### src/rtl/rcb_frl_msg_arbiter.sv
// ============================================================================
// Module  : rcb_frl_msg_arbiter
// Brief   : Write-side scheduler for the 40-bit FRL message FIFO. Optional
//           stall counter is enabled with the RCB_FRL_MSG_STALL_CNT_EN macro.
// Revision: 1.0 - initial release
// ============================================================================
`timescale 1ns/1ps
`default_nettype none

module rcb_frl_msg_arbiter #(
    parameter int MAX_BURST = 64
) (
    input  logic         CLK,
    input  logic         RST,
    input  logic [3:0]   REQ_VALID,
    input  logic [3:0]   REQ_LAST,
    input  logic [127:0] REQ_DATA,
    output logic [3:0]   REQ_READY,
    input  logic         FIFO_FULL,
    input  logic         FIFO_ALMOSTFULL,
    output logic         FIFO_WREN,
    output logic [39:0]  FIFO_DI,
    output logic [1:0]   GRANT_IDX,
    output logic         BUSY
`ifdef RCB_FRL_MSG_STALL_CNT_EN
    ,
    output logic [15:0]  STALL_CNT
`endif
);

    typedef enum logic [0:0] {
        ST_IDLE  = 1'b0,
        ST_BURST = 1'b1
    } state_t;

    localparam logic [7:0] C_MAX_BURST = 8'(MAX_BURST);

    state_t      r_state;
    state_t      w_state_nxt;
    logic [1:0]  r_rr_ptr;
    logic [1:0]  r_lock;
    logic [3:0]  r_seq;
    logic [7:0]  r_cnt;
    logic [1:0]  r_grant;

    logic        w_rr_found;
    logic [1:0]  w_rr_win;
    logic [3:0]  w_ready;
    logic [1:0]  w_src;
    logic        w_sop;
    logic        w_eop;
    logic        w_wren;
    logic [7:0]  w_word_idx;
    logic [31:0] w_payload;

    // Round-robin search: first valid source at or above r_rr_ptr, mod 4.
    always_comb begin
        w_rr_found = 1'b0;
        w_rr_win   = r_rr_ptr;
        for (int k = 0; k < 4; k++) begin
            logic [1:0] v_idx;
            v_idx = r_rr_ptr + 2'(k);
            if (!w_rr_found && REQ_VALID[v_idx]) begin
                w_rr_found = 1'b1;
                w_rr_win   = v_idx;
            end
        end
    end

    always_comb begin
        w_state_nxt = r_state;
        w_ready     = 4'b0000;
        w_src       = r_lock;
        w_sop       = 1'b0;
        case (r_state)
            ST_IDLE: begin
                if (!FIFO_FULL && !FIFO_ALMOSTFULL && w_rr_found) begin
                    w_ready = 4'b0001 << w_rr_win;
                    w_src   = w_rr_win;
                    w_sop   = 1'b1;
                end
            end
            ST_BURST: begin
                // Almost-full is deliberately ignored so an open burst can finish.
                if (!FIFO_FULL && REQ_VALID[r_lock]) begin
                    w_ready = 4'b0001 << r_lock;
                end
            end
            default: w_state_nxt = ST_IDLE;
        endcase

        w_wren     = |w_ready;
        w_word_idx = w_sop ? 8'd1 : r_cnt + 8'd1;
        w_eop      = REQ_LAST[w_src] | (w_word_idx == C_MAX_BURST);
        w_payload  = REQ_DATA[{w_src, 5'd0} +: 32];

        if (w_wren) begin
            w_state_nxt = w_eop ? ST_IDLE : ST_BURST;
        end
    end

    // Combinational outputs are forced to their reset values while RST is high.
    assign REQ_READY = RST ? 4'b0000 : w_ready;
    assign FIFO_WREN = RST ? 1'b0 : w_wren;
    assign FIFO_DI   = (RST || !w_wren) ? 40'd0
                                        : {w_src, w_sop, w_eop, r_seq, w_payload};
    assign GRANT_IDX = r_grant;
    assign BUSY      = (r_state == ST_BURST);

    always_ff @(posedge CLK or posedge RST) begin
        if (RST) begin
            r_state  <= ST_IDLE;
            r_rr_ptr <= 2'd0;
            r_lock   <= 2'd0;
            r_seq    <= 4'd0;
            r_cnt    <= 8'd0;
            r_grant  <= 2'd0;
        end else begin
            r_state <= w_state_nxt;
            if (w_wren) begin
                r_grant <= w_src;
                if (w_sop) begin
                    r_lock <= w_src;
                end
                if (w_eop) begin
                    r_seq    <= r_seq + 4'd1;
                    r_rr_ptr <= w_src + 2'd1;
                    r_cnt    <= 8'd0;
                end else begin
                    r_cnt <= w_word_idx;
                end
            end
        end
    end

`ifdef RCB_FRL_MSG_STALL_CNT_EN
    logic [15:0] r_stall;
    logic        w_stall_evt;

    assign w_stall_evt = (|REQ_VALID) && !w_wren &&
                         (FIFO_FULL || ((r_state == ST_IDLE) && FIFO_ALMOSTFULL));

    always_ff @(posedge CLK or posedge RST) begin
        if (RST) begin
            r_stall <= 16'd0;
        end else if (w_stall_evt && (r_stall != 16'hFFFF)) begin
            r_stall <= r_stall + 16'd1;
        end
    end

    assign STALL_CNT = r_stall;
`endif

endmodule

`default_nettype wire
### config.mk
export PLATFORM = sky130hd
export DESIGN_NAME = rcb_frl_msg_arbiter
export DESIGN_NICKNAME = d
export VERILOG_FILES = /design/src/rtl/rcb_frl_msg_arbiter.sv
export SDC_FILE = /design/constraint.sdc
export NUM_CORES = 1
export LEC_CHECK = 0
export BUFFER_PORTS_ARGS = -buffer_cell sky130_fd_sc_hd__buf_2
export CORE_ASPECT_RATIO = 1.2
export CORE_MARGIN = 2
export CORE_UTILIZATION = 44
export CTS_CLUSTER_DIAMETER = 120
export DETAILED_ROUTE_END_ITERATION = 6
export HOLD_SLACK_MARGIN = 0.03
export PLACE_DENSITY = 0.87
export SLEW_MARGIN = 20
export SYNTH_ARGS = -nofsm -noshare
export SYNTH_HDL_FRONTEND = slang
export SYNTH_SLANG_ARGS = --single-unit
### constraint.sdc
create_clock -name CLK -period 8.13 [get_ports CLK]
set_input_delay 1.626 -clock CLK [delete_from_list [all_inputs] [get_ports CLK]]
set_output_delay 1.626 -clock CLK [all_outputs]
set_load 0.02 [all_outputs]
# == Word level (Yosys, flattened, before mapping) ==
# Index checks and enable logic that the tools add are counted.
# totals
regBits,19
elab_cells,72
output_inout_bits,48
# classes
add_sub_neg,6
n_shift,3
bitwise_logic,2
n_eq_ne,1
magnitude_cmp,6
reduce_logical,16
mux,32
# op_table
cell,count
$shiftx A128 B8 Y32,1
$mux W40,1
$lt A2 B3 Y1 const B,6
$mux W8,2
$mux W1,14
$bmux W1 S2,6
$mux W4,3
$mux W2,5
$add A8 B1 Y8 const B,1
$eq A8 B7 Y1 const B,1
$pmux W4 S2,1
$shl A1 B2 Y4 const A,2
$logic_and A1 B1 Y1,6
$logic_not A1 Y1,6
$add A2 B1 Y2 const B,2
$add A2 B2 Y2 const B,2
$add A4 B1 Y4 const B,1
$reduce_and A2 Y1,2
$reduce_or A4 Y1,1
$logic_or A1 B1 Y1,1
$not A1 Y1,1
$or A1 B1 Y1,1

# == Logic depth before layout (Yosys ltp) ==
# Gate-level depths: netlist of the first run.
# depth
word_depth,19
mapped_depth,10
ltp_nobuf,9

# == Worst setup path before layout of the first run ==
# OpenSTA, ideal clock, no wires.
# synth_path
path_type,input-to-output
from,input FIFO_FULL
to,output FIFO_DI[16]
path_stages,9
path_buffers,3
path_slack_ns,2.722
arrival_time_ns,3.782
path_cell_list,or4_4 > buf_6 > nand2_2 > o21a_2 > buf_2 > buf_2 > nand2_1 > and3_1 > a211oi_1
# synth_between
elab_chain_cells,9
elab_cells_between_ends,14
classes_between,1 x shift; 6 x mux; 7 x reduce/logical
# synth_lines
item,line,rtl
from (decl),19,"input logic FIFO_FULL,"
$logic_not A1 Y1 *,"77, 85",
"parallel branches: the longest is 7 deep, another holds $shiftx A128 B8 Y32",--,
$mux W40 *,105,assign FIFO_DI = (RST || !w_wren) ? 40'd0
to (decl),22,"output logic [39:0] FIFO_DI,"
# Mark *: on every way between the ends.

# == Worst setup path in the final report of the first run ==
# layout_path
from,input FIFO_FULL
to,output FIFO_DI[19]
# Same word-level chain as after synthesis.

==> results.md, run 1 <==
| Stage | Metric | Reported |
|:---|:---|:---|
| finish | Final core occ | 62.1% |
| sta | Post-route setup TNS | 0 ns |
| cts | # Post-CTS Setup Buffers | 0 |
| drt | Wire length on met3 | 627 um |
| cts | Cts repair resizes | 0 |
| critical path | R2R setup slack | 4.62 ns |
| drt | Routed wire length | 8510 um |
| cts | Clock latency on the worst-skew pair | 0.26 ns |
| global routing | Overall routing resource usage | 25.5% |
| cts | Clock root buffer | sky130_fd_sc_hd__clkbuf_8 |
| finish | Fill cells | 482 |
| sta | Remaining max-slew budget at the tightest pin | 29.4% |
| global routing | Pin count of the biggest net entering global routing | 69 |
| finish | Most common cell after layout, fill and taps aside | sky130_fd_sc_hd__buf_2 |
| critical path | Highest net fanout along the worst path | 36 |
| sta | Final worst path period share | 73.1% |
| global routing | Via count of the first global-routing pass | 2923 |
| cts | Clock transition at the registers of the reported paths | 0.08 ns |
| min path | Endpoint with the worst hold slack | r_seq[3] |
| run status | Outcome | complete, no violations |
| finish | Area delta synth->final | 38.8% |
| logic synthesis | Avg Synthesized Cell Area | 7.25 um^2 |
| placement | Half-perimeter wire length of the detailed placement result | 6550 um |
| finish | Commonest cells after routing, fill and taps aside | sky130_fd_sc_hd__buf_2, sky130_fd_sc_hd__nand2_1, sky130_fd_sc_hd__and3_1, sky130_fd_sc_hd__mux2i_1, sky130_fd_sc_hd__a211oi_1 |
| logic synthesis | Number of distinct library cell variants in the gate-level netlist after synthesis | 58 |
| critical path | CP required | 6.50 ns |
| floorplan | Top-Level Pins | 188 |
| critical path | Cell Chain, Critical Path | buf_2, or4_4, a21oi_4, inv_4, and3_1, a211oi_1, buf_2 |
| floorplan | Core area | 5560 um^2 |
| critical path | Max stage delay cell, worst path | sky130_fd_sc_hd__a21oi_4 |
| drt | Antenna-violating nets left | 0 |
| finish | Cell Count, Final, Fillers Out | 574 |
| drt | Detailed-routing wirelength on met1 | 3440 um |
| logic synthesis | Warnings from Yosys | 0 |
| sta | # setup viols final | 0 |
| finish | Final nets | 653 |
| drt | Routed via count | 3217 |
| min path | Hold/Removal Path Class | reg2reg |
| logic synthesis | Cell area after technology mapping | 2490 um^2 |
| floorplan | Die Outline Area | 6270 um^2 |
| sta | Final-report hold violation count | 0 |
| sta | Pins Over Slew Limit | 0 |
| drt | # DRC | 0 |
| flow run | Maxcap violations | 0 |
| cts | CTS Buf Count | 3 |
| floorplan | Starting Density | 44.8% |
| global routing | Total congestion overflow after global routing | 0 |
| drt | Average wire length per cell after detail routing | 14.8 um |
| drt | Met2 WL | 4240 um |
| logic synthesis | Share of the synthesized area in compound gates (AO/OA/AOI/OAI) | 22.8% |
| critical path | Worst R2R End | r_seq[1] |
| global routing | Global-route wire length before repair | 13000 um |
| logic synthesis | Cells after Synth | 343 |
| sta | Clock tree skew after final layout | 0.00585 ns |
| critical path | Worst Path Arrival | 4.32 ns |
| logic synthesis | Proportion of synthesized flip-flops having asynchronous set or reset | 100% |
| placement | Port buffer count | 187 |
| cts | Buffer levels on the longest clock path | 2 |
| floorplan | Number of placement rows | 30 |
| logic synthesis | Combinational family with the most area after synthesis | simple AND/OR/NAND/NOR gates |
| sta | Least-Margin Pin Slew | 1.06 ns |
| pwr | Leakage dissipation | 2.00 nW |
| min path | Worst Hold Path Cells | 1 |
| logic synthesis | Simple-Gate Fraction of Synth Area | 33.7% |
| logic synthesis | Top flip-flop cell by instance count after synthesis | sky130_fd_sc_hd__dfrtp_1 |
| sta | RSZ-0062 raised after global routing | no |
| pwr | Highest ir drop seen on vdd | 0.162 mV |
| drt | TritonRoute pass-1 iters | 4 |
| critical path | Critical path endpoint category | primary output |
| logic synthesis | Mapped Nets | 485 |
| min path | Min-Delay Startpoint | r_seq[3] |
| logic synthesis | Post-Synth Adder-Cell Area | 1.01% |
| cts | Clock tree sinks | 19 |
| critical path | Most frequent CP cell | sky130_fd_sc_hd__buf_2 |
| floorplan | Die width | 72.6 um |
| cts | TritonCTS clock tree | done |
| finish | Fraction of layout instances using a drive strength above 1 | 41.0% |
| global routing | Antenna violations before repair | 0 |
| drt | Initial DRC Count | 231 |
| critical path | Reg-to-Reg Start | r_rr_ptr[1] |
| sta | Time the final worst path needs with I/O delays and setup | 5.94 ns |
| pwr | P per Cell Area | 253 nW/um^2 |
| floorplan | Die Y-Extent | 86.3 um |
| cts | Depth of the CTS H-tree | 1 |
| placement | DP Cell Count | 570 |
| logic synthesis | Proportion of synthesized chip area in sequential cells | 19.1% |
| drt | Top layer in use | met4 |
| critical path | Reg2Reg Depth | 10 |
| critical path | CP Class | in2out |
| critical path | Startpoint class of the critical path | input pin |
| placement | Final weighted congestion of routability-driven global placement | 0.918 |
| logic synthesis | Share of synthesized area spent on multiplexers | 14.7% |
| logic synthesis | Flops & latches, synth | 19 |
| logic synthesis | Xor-xnor portion of the synthesized cell area | 1.76% |
| finish | Ant. Diodes | 0 |
| drt | Detailed-route vias per instance | 5.60 |
| sta | Final worst hold slack | 0.477 ns |
| logic synthesis | Count of flip-flops with a built-in enable after synthesis | 0 |
| sta | Timing-limited maximum frequency | 0.168 GHz |
| cts | Post-cts hold buffer count | 0 |
| critical path | Crit-path max cell delay | 0.87 ns |
## worst max path at each step
| stage | startpoint | to | slack (ns) | cells after the start |
|---|---|---|---|---|
| floorplan | FIFO_FULL | FIFO_DI[16] | 2.72 | 9 |
| global placement | FIFO_FULL | FIFO_DI[0] | 2.27 | 7 |
| detailed placement | FIFO_FULL | FIFO_DI[30] | 2.23 | 7 |
| CTS | FIFO_FULL | FIFO_DI[19] | 2.22 | 7 |
| global route | REQ_VALID[0] | FIFO_DI[5] | 1.99 | 9 |
| finish | FIFO_FULL | FIFO_DI[19] | 2.19 | 7 |
## worst max-delay path, delay by kind of cell
family,cells,cell delay [ns]
simple gates,2,0.91
compound gates,2,1.11
buf+inv,3,0.65
## stage by stage
| stage | power, mW | cell area [um^2] | setup WS (ns) |
|---|---|---|---|
| 3_5_place_dp | 0.801 | 3400 | 2.23 |
| 3_3_place_gp | 0.782 | 3400 | 2.27 |
| 2_1_floorplan | 0.646 | 2490 | 2.72 |
| 6_report | 0.874 | 3450 | 2.19 |
| 5_1_grt | 0.941 | 3450 | 1.99 |
| 4_1_cts | 0.872 | 3450 | 2.22 |
## cells in the mapped netlist, drive strengths merged, types with 2 or more instances
library cell,instances,area (um^2)
nand4,2,12.5
nor2,16,60.1
xor2,3,26.3
or4,2,18.8
nand2,83,314
nor3,6,41.3
a32oi,2,17.5
nand2b,2,12.5
mux2,2,22.5
a21oi,7,46.3
a31oi,6,37.5
ha,2,25.0
nor3b,3,22.5
a211oi,32,240
dfrtp,19,475
o31ai,2,15.0
o21ai,9,45.0
and3,33,206
buf,11,70.1
and2,5,31.3
nor2b,2,12.5
inv,8,32.5
or2,2,12.5
mux2i,32,320
nor4,3,25.0
clkbuf,17,63.8
xnor2,2,17.5
o211ai,4,48.8
nand3,11,55.1
## power breakdown
group / leakage [nW] / total, mW / internal [mW] / switching (mW)
Clock: 0.0228 / 0.0687 / 0.0349 / 0.0338
Combinational: 1.73 / 0.622 / 0.245 / 0.377
Sequential: 0.243 / 0.183 / 0.129 / 0.0541
## registers in the layout, indices dropped and copies added (netlist names)
register and cells:
r_rr_ptr 2, BUSY 1, r_lock 2, r_seq 4, r_cnt 8, GRANT_IDX 2
## layout make-up
type                    count  area, um^2  share of cell area [%]
clock buffers               4        45.0                    1.31
inverters                   9        36.3                    1.05
multi-input cells         287        1850                    53.5
flip-flops and latches     19         475                    13.8
well taps                  64        80.1                    2.32
repair buffers            191         966                    28.0
## per-layer routing
layer,up-vias,track usage (%)
li1,1578,-
met1,1469,31.7
met2,150,44.5
met3,20,3.02
met4,0,9.60
met5,-,0
## kinds of logic (layout without fill, tap and decap cells)
kind of cell	count (synthesis)	count (layout)
compound gates	73	73
xor+xnor	5	5
fa+ha+maj	2	2
buf+inv	37	204
flops	19	19
mux	35	35
simple gates	172	172
Power figures use the tool's default switching activity.
==> run 2, diff against run 1 <==
CORE_UTILIZATION = 37   (was 44)
PLACE_DENSITY = 0.78   (was 0.87)
clock period = 5.15 ns   (was 8.13 ns; I/O delays follow)
==> run 2 against run 1 <==
  * Clock skew fell by 0.0040 ns
  * Final area increased by 1.4%
  * Clock-buffer cell count did not move
  * Flip-flop and latch count unchanged
  * Sequential share of layout area shrank 0.19 points
  * Largest cell class unchanged
==> results.md, run 2 (synthesis gave the netlist of run 1 again) <==
| Stage | Metric | Reported |
|:---|:---|:---|
| run status | Outcome | complete, no violations |
| global routing | Overall routing resource usage | 23.2% |
| finish | Cell Count, Final, Fillers Out | 598 |
| cts | Clock root buffer | sky130_fd_sc_hd__clkbuf_8 |
| min path | Endpoint with the worst hold slack | r_seq[3] |
| cts | Post-cts hold buffer count | 0 |
| floorplan | Die width | 78.8 um |
| critical path | CP required | 4.12 ns |
| cts | Clock latency on the worst-skew pair | 0.27 ns |
| drt | Top layer in use | met4 |
| cts | # Post-CTS Setup Buffers | 0 |
| critical path | Max stage delay cell, worst path | sky130_fd_sc_hd__or4_4 |
| pwr | Final Total Pwr | 1.38 mW |
| floorplan | Die Y-Extent | 93.8 um |
| floorplan | Core area | 6490 um^2 |
| min path | Min-Delay Startpoint | r_seq[3] |
| floorplan | Starting Density | 38.3% |
| critical path | Startpoint class of the critical path | input pin |
| sta | Final-report hold violation count | 0 |
| critical path | Cell Chain, Critical Path | buf_2, or4_4, nand2_2, o21a_4, buf_4, nand2_1, and3_1, a211oi_1, buf_2 |
| sta | Time the final worst path needs with I/O delays and setup | 4.33 ns |
| min path | Hold/Removal Path Class | reg2reg |
| cts | TritonCTS clock tree | done |
| drt | Average wire length per cell after detail routing | 15.0 um |
| pwr | P per Cell Area | 395 nW/um^2 |
| drt | Detailed-routing wirelength on met1 | 3610 um |
| floorplan | Number of placement rows | 32 |
| cts | Buffer levels on the longest clock path | 2 |
| drt | TritonRoute pass-1 iters | 5 |
| cts | Depth of the CTS H-tree | 1 |
| floorplan | Die Outline Area | 7390 um^2 |
| placement | Final weighted congestion of routability-driven global placement | 0.855 |
| critical path | Critical path endpoint category | primary output |
| critical path | Highest net fanout along the worst path | 38 |
| finish | Fraction of layout instances using a drive strength above 1 | 41.3% |
| sta | Post-route setup TNS | 0 ns |
| global routing | Via count of the first global-routing pass | 3028 |
| cts | CTS Buf Count | 3 |
| finish | Commonest cells after routing, fill and taps aside | sky130_fd_sc_hd__buf_2, sky130_fd_sc_hd__nand2_1, sky130_fd_sc_hd__and3_1, sky130_fd_sc_hd__mux2i_1, sky130_fd_sc_hd__a211oi_1 |
| finish | Flip-flop count of the largest register, all copies and words added | 8 |
| placement | DP Cell Count | 594 |
| cts | Clock transition at the registers of the reported paths | 0.07 ns |
| critical path | Reg-to-Reg Start | BUSY |
| critical path | CP Class | in2out |
| drt | Routed wire length | 8980 um |
| drt | Initial DRC Count | 168 |
| sta | # setup viols final | 0 |
| finish | Biggest registers after layout | r_cnt (8), r_seq (4) |
| placement | Port buffer count | 187 |
| cts | Clock tree sinks | 19 |
| placement | Half-perimeter wire length of the detailed placement result | 7220 um |
| pwr | Leakage dissipation | 2.01 nW |
| drt | Wire length on met3 | 653 um |
| critical path | Reg2Reg Depth | 9 |
| global routing | Global-route wire length before repair | 13900 um |
| finish | Fill cells | 631 |
| cts | Cts repair resizes | 0 |
| finish | Sequential cell area in the final layout | 475 um^2 |
| flow run | Maxcap violations | 0 |
| critical path | Worst R2R End | r_seq[1] |
| min path | Worst Hold Path Cells | 1 |
| drt | Antenna-violating nets left | 0 |
| critical path | Most frequent CP cell | sky130_fd_sc_hd__buf_2 |
| drt | Met2 WL | 4590 um |
| drt | Routed via count | 3221 |
| drt | Detailed-route vias per instance | 5.39 |
| finish | Combined area of the multi-input logic cells | 1850 um^2 |
| sta | Timing-limited maximum frequency | 0.231 GHz |
| critical path | Worst Path Arrival | 3.30 ns |
| sta | Final worst path period share | 84.0% |
| global routing | Pin count of the biggest net entering global routing | 39 |
| sta | Remaining max-slew budget at the tightest pin | 65.1% |
| global routing | Total congestion overflow after global routing | 0 |
| floorplan | Top-Level Pins | 188 |
| sta | Least-Margin Pin Slew | 0.521 ns |
| pwr | Highest ir drop seen on vdd | 0.203 mV |
| sta | Pins Over Slew Limit | 0 |
| finish | Area delta synth->final | 40.7% |
| sta | Clock tree skew after final layout | 0.00182 ns |
| finish | Final nets | 656 |
| critical path | Crit-path max cell delay | 0.65 ns |
| global routing | Antenna violations before repair | 0 |
| drt | # DRC | 0 |
| finish | Ant. Diodes | 0 |
| sta | RSZ-0062 raised after global routing | no |
| finish | Register with the most flip-flops | r_cnt |
| finish | Most common cell after layout, fill and taps aside | sky130_fd_sc_hd__buf_2 |
| critical path | R2R setup slack | 2.17 ns |
==> run 2: cell count changes in the layout (fill, tap and decap cells not counted), sizes merged <==
| cell | delta |
|---|---|
| buf | +3 |
==> run 2: per-stage QoR <==
step	hold WS [ns]	setup slack, ns	utilization (%)	cell area, um^2
after floorplan	0.434	0.934	-	2490
after global placement	0.454	0.921	53.2	3450
after detailed placement	0.455	0.831	53.2	3450
after CTS	0.468	0.811	53.9	3500
after global routing	0.476	0.703	53.9	3500
final	0.471	0.824	53.9	3500
==> run 2: how the worst max path moves through the flow <==
stage                  from           to  slack [ns]  depth (start not counted)
2_1_floorplan     FIFO_FULL  FIFO_DI[16]        0.93                          9
3_3_place_gp   REQ_VALID[3]  FIFO_DI[19]        0.92                          8
3_5_place_dp      FIFO_FULL  FIFO_DI[20]        0.83                          9
4_1_cts           FIFO_FULL  FIFO_DI[20]        0.81                          9
5_1_grt        REQ_VALID[3]  FIFO_DI[20]        0.70                         11
6_report          FIFO_FULL  FIFO_DI[20]        0.82                          9
==> run 2: metal layers <==
metal	track usage (%)	up-vias
met5	0	-
met4	6.03	0
met3	3.37	13
met2	42.2	154
met1	28.6	1469
li1	-	1585
==> run 2: power by group <==
group,internal [mW],switching [mW]
sequential,0.204,0.0830
clock,0.0553,0.0556
combinational,0.393,0.590
total,0.653,0.728
==> run 2: worst max-delay path, delay by kind of cell <==
family | cells | cell delay, ns
buffers and inverters | 3 | 0.73
and+or+nand+nor | 4 | 1.09
AOI/OAI and AO/OA | 2 | 0.41
==> run 2: area by class of cell <==
class,instances,share of cell area [%]
Clock buffer,4,1.29
Tap cell,85,3.04
Inverter,9,1.04
Sequential cell,19,13.6
Timing Repair Buffer,194,28.3
Multi-Input combinational cell,287,52.8
